**config.mk**
```make
export PLATFORM = sky130hd
export DESIGN_NAME = cr_kme_fifo_beat_serializer
export DESIGN_NICKNAME = d
export VERILOG_FILES = /design/src/rtl/cr_kme_fifo_beat_serializer.sv
export SDC_FILE = /design/constraint.sdc
export NUM_CORES = 1
export LEC_CHECK = 0
export ABC_AREA = 1
export CAP_MARGIN = 0
export CORE_UTILIZATION = 48
export DETAILED_ROUTE_END_ITERATION = 8
export GPL_ROUTABILITY_DRIVEN = 0
export PLACE_DENSITY = 0.8
export SYNTH_ARGS = -nofsm -noshare
export SYNTH_HDL_FRONTEND = slang
export SYNTH_SLANG_ARGS = --single-unit
```
**constraint.sdc**
```tcl
create_clock -name clk -period 1.75 [get_ports clk]
set_input_delay 0.4375 -clock clk [delete_from_list [all_inputs] [get_ports clk]]
set_output_delay 0.4375 -clock clk [all_outputs]
set_load 0.01 [all_outputs]
```
**src/rtl/cr_kme_fifo_beat_serializer.sv**
```systemverilog
// cr_kme_fifo_beat_serializer: pops 263-bit KME FIFO entries and serializes each 256-bit payload into 1..4 64-bit valid/ready beats carrying tag/eop.
//   Ports: clk, rst (sync, active-high); in_data/in_valid/in_ack = FIFO head + pop; out_data/out_tag/out_eop/out_last/out_valid/out_ready = beat bus;
//   beat_cnt = current beat index (debug). Macro KME_SER_PARITY_EN adds out_par (even parity over {out_tag, out_eop, out_data}).
module cr_kme_fifo_beat_serializer #(
  parameter int BEAT_W  = 64,
  parameter int ENTRY_W = 263
) (
  input  logic               clk,
  input  logic               rst,
  input  logic [ENTRY_W-1:0] in_data,
  input  logic               in_valid,
  output logic               in_ack,
  output logic [BEAT_W-1:0]  out_data,
  output logic [3:0]         out_tag,
  output logic               out_eop,
  output logic               out_last,
  output logic               out_valid,
  input  logic               out_ready,
  output logic [1:0]         beat_cnt
`ifdef KME_SER_PARITY_EN
  ,
  output logic               out_par
`endif
);
  typedef enum logic {IDLE, SEND} state_t;
  state_t       state_q, state_d;
  logic [255:0] pay_q, pay_d;
  logic [1:0]   nb_q, nb_d, cnt_q, cnt_d;
  logic [3:0]   tag_q, tag_d;
  logic         eop_q, eop_d;
  logic         hold_vld, acc;
  assign hold_vld = state_q == SEND;
  assign beat_cnt = cnt_q;
  always_comb begin
    out_valid = hold_vld;
    out_last  = hold_vld & (cnt_q == nb_q);
    out_eop   = out_last & eop_q;
    out_tag   = hold_vld ? tag_q : '0;
    out_data  = hold_vld ? pay_q[cnt_q*BEAT_W +: BEAT_W] : '0;
    acc       = out_valid & out_ready;
    // no pop while in reset, so the FIFO never loses an entry to a load that reset discards
    in_ack    = ~rst & in_valid & (~hold_vld | (acc & out_last));
    state_d   = state_q;
    pay_d     = pay_q;
    nb_d      = nb_q;
    tag_d     = tag_q;
    eop_d     = eop_q;
    cnt_d     = cnt_q;
    if (in_ack) begin
      state_d = SEND;
      pay_d   = in_data[255:0];
      nb_d    = in_data[257:256];
      eop_d   = in_data[258];
      tag_d   = in_data[262:259];
      cnt_d   = '0;
    end else if (acc) begin
      state_d = out_last ? IDLE : SEND;
      cnt_d   = out_last ? 2'd0 : cnt_q + 2'd1;
    end
  end
`ifdef KME_SER_PARITY_EN
  assign out_par = ^{out_tag, out_eop, out_data};
`endif
  always_ff @(posedge clk) begin
    if (rst) begin
      state_q <= IDLE;
      pay_q   <= '0;
      nb_q    <= '0;
      tag_q   <= '0;
      eop_q   <= 1'b0;
      cnt_q   <= '0;
    end else begin
      state_q <= state_d;
      pay_q   <= pay_d;
      nb_q    <= nb_d;
      tag_q   <= tag_d;
      eop_q   <= eop_d;
      cnt_q   <= cnt_d;
    end
  end
endmodule
```
==> flow_metrics.tcl <==
set metrics [dict create \
    cts_tree "built" \
    crit_arrival_ns 2.07 \
    ctsHoldBuffers 0 \
    cts_root_buf "clkbuf_16" \
    io_pins 341 \
    setup_viol 339 \
    r2r_slack_ns -0.54 \
    port_buffers 340 \
    initial_core_util_pct 49.0 \
    total_leakage_power_uw 0.00911 \
    rows 57 \
    hold_path_depth 3 \
    pwr_density_cell_mw_per_mm2 808 \
    post_drt_wl_per_cell_um 24.2 \
    route.met3.wl_um 7330 \
    grt_max_degree 53 \
    cts.sinks 266 \
    drt_iter0_markers 2485 \
    clock_skew_ns 0.0178 \
    first_pass_iters 6 \
    hold_viol_final 0 \
    nets 2395 \
    r2r-start "beat_cnt[1]$_SDFFE_PP0P_" \
    synth_area_per_cell_um2 7.00 \
    cp-end-kind "primary output" \
    synth_seq_area_share_pct 44.6 \
    sequentialPowerShare_pct 40.6 \
    cp.required_ns 1.31 \
    rr_endpoint "pay_q[204]$_SDFFE_PP0P_" \
    totalWireLength_um 60000 \
    synth_cell_types 17 \
    post-place-ws_ns -0.498 \
    hold_end "pay_q[235]$_SDFFE_PP0P_" \
    grt_overflow 0 \
    max_cap_viol_count 0 \
    die_w_um 160 \
    reg2reg_depth 17 \
    final_cell_mix "291 x nand3_1, 266 x clkdlybuf4s50_1, 263 x dfxtp_1" \
    top_layer_used "met4" \
    pwr-share-clk_pct 34.6 \
    violations "negative setup slack" \
    dr_total_vias 15900 \
    clockBufferDepth 3 \
    die_height_um 160 \
    grt_pass1_vias 13600 \
    hold_path.class "input pin to register" \
    relSlewSlack_pct 74.7 \
    fin_crit_ns 2.51 \
    min_period_over_period_pct 143 \
    start_kind "register" \
    crit_fanout 7 \
    ant_nets 0 \
    p_int_uw 12000 \
    path_class "register to primary output" \
    coreArea_mm2 0.0244 \
    grtUsageTotal_pct 34.5 \
    vdd_drop_max_v 0.000573 \
    dieArea_mm2 0.0255 \
    antenna_found_initial 3 \
    outcome "complete, but fails checks" \
    syn_nets 1975 \
    rsz0062_at_grt "true" \
    vias_per_cell 6.42 \
    min_from "in_data[235]" \
    synth_seq_cells 266 \
    p_sw_uw 5050 \
    synthCells 1708 \
    p_sw_share_pct 29.7 \
    final_common_cell "nand3_1" \
    worst_slew_pin_slew_ns 0.380 \
    cts_buffers 28 \
    syn2layout_area_growth_pct 76.4 \
    clock_latency_ns 0.56 \
    hpwl_um 26400 \
    h-tree-depth 1 \
    yosys_warnings 0 \
    grt_pass1_wl_um 70700 \
    power_uw 17000 \
    fin_util_pct 86.4 \
    final_max_slew_viol_count 0 \
    wl_met1_um 20400 \
    clk_pin_slew_ns 0.07 \
    drc 0 \
    drive_gt1_share_pct 31.8 \
    netlist_area_mm2 0.0119 \
    fmaxAchievable_mhz 399 \
    combPwrFrac_pct 24.8 \
    fin_ws_ns -0.759 \
    route.met2.wl_um 27100 \
]
## Yosys cell counts, drive strengths merged
cell,n,area share (%)
nand3,527,22
nand2,279,8.8
dfxtp,266,45
nor2,262,8.3
o21ai,128,5.4
buf,89,5.2
clkbuf,77,2.4
a21oi,65,2.7
inv,13,0.41
xnor2,1,0.14
xor2,1,0.073
## kinds of logic (layout without fill, tap and decap cells)
kind of cell | after synthesis | count (layout) | share of synthesized area [%]
buffers and inverters | 179 | 616 | 8.01
other | 0 | 4 | 0
AO/OA/AOI/OAI | 193 | 193 | 8.08
XOR/XNOR | 2 | 2 | 0.209
AND/OR/NAND/NOR | 1068 | 1068 | 39.1
flip-flops | 266 | 266 | 44.6
## cell type report
type,instances,area [um2]
Inverter,13,90.1
Clock inverter,6,55.1
Timing Repair Buffer,556,6970
Tap cell,324,405
Antenna cell,4,10.0
Fill cell,1190,3320
Sequential cell,266,5330
Clock buffer,41,811
Multi-Input combinational cell,1263,7400
## state kept, by name, summed over array words and instances, names as in the netlist
register   cells
tag_q          4
eop_q          1
beat_cnt       2
pay_q        256
out_valid      1
nb_q           2
## worst max path at each step
stage                              from            to  slack [ns]  cells after the start
2_1_floorplan  beat_cnt[0]$_SDFFE_PP0P_  out_data[54]        0.02                      7
3_3_place_gp   beat_cnt[0]$_SDFFE_PP0P_  out_data[63]       -0.45                      6
3_5_place_dp   beat_cnt[0]$_SDFFE_PP0P_  out_data[63]       -0.50                      6
4_1_cts        beat_cnt[0]$_SDFFE_PP0P_  out_data[63]       -0.58                      8
5_1_grt        beat_cnt[0]$_SDFFE_PP0P_  out_data[12]       -0.81                      7
6_report       beat_cnt[0]$_SDFFE_PP0P_  out_data[12]       -0.76                      7
## worst max-delay path: stages, from the launching register on
cell and delay, ns:
dfxtp_4 0.41, buf_12 0.16, buf_16 0.16, nor2_1 0.06, nor2_1 0.10, o21ai_1 0.12
a21oi_2 0.29, buf_2 0.19
## power groups by stage
stage	Sequential (uW)	Combinational, uW	Clock, uW
final	6920	4220	5890
after global routing	6940	4380	6090
after CTS	6770	3260	5740
after detailed placement	6870	2730	0
after global placement	6850	2690	0
after floorplan	6810	1340	0
## per-stage QoR
stage	hold slack, ns	setup TNS, ns	area, um2	std cells
global placement	0.446	-71.21	16200	2306
detailed placement	0.452	-87.58	16200	2306
global route	0.454	-163.01	21100	2473
CTS	0.449	-86.36	18300	2412
floorplan	0.439	0	11900	1708
finish	0.443	-150.16	21100	2473
## timing repair
item | in CTS | in global routing
pin swaps | 81 | 135
resized for setup | 528 | 399
setup endpoints to repair | 340 | 339
setup buffers | 32 | 23
cloned | 29 | 45
## per-layer routing
layer	GRT usage (%)	vias to the layer above
li1	-	6603
met1	43.8	7290
met2	56.3	1509
met3	6.21	473
met4	17.5	0
met5	0	-
Note: power is estimated with default switching activity, not from simulation.
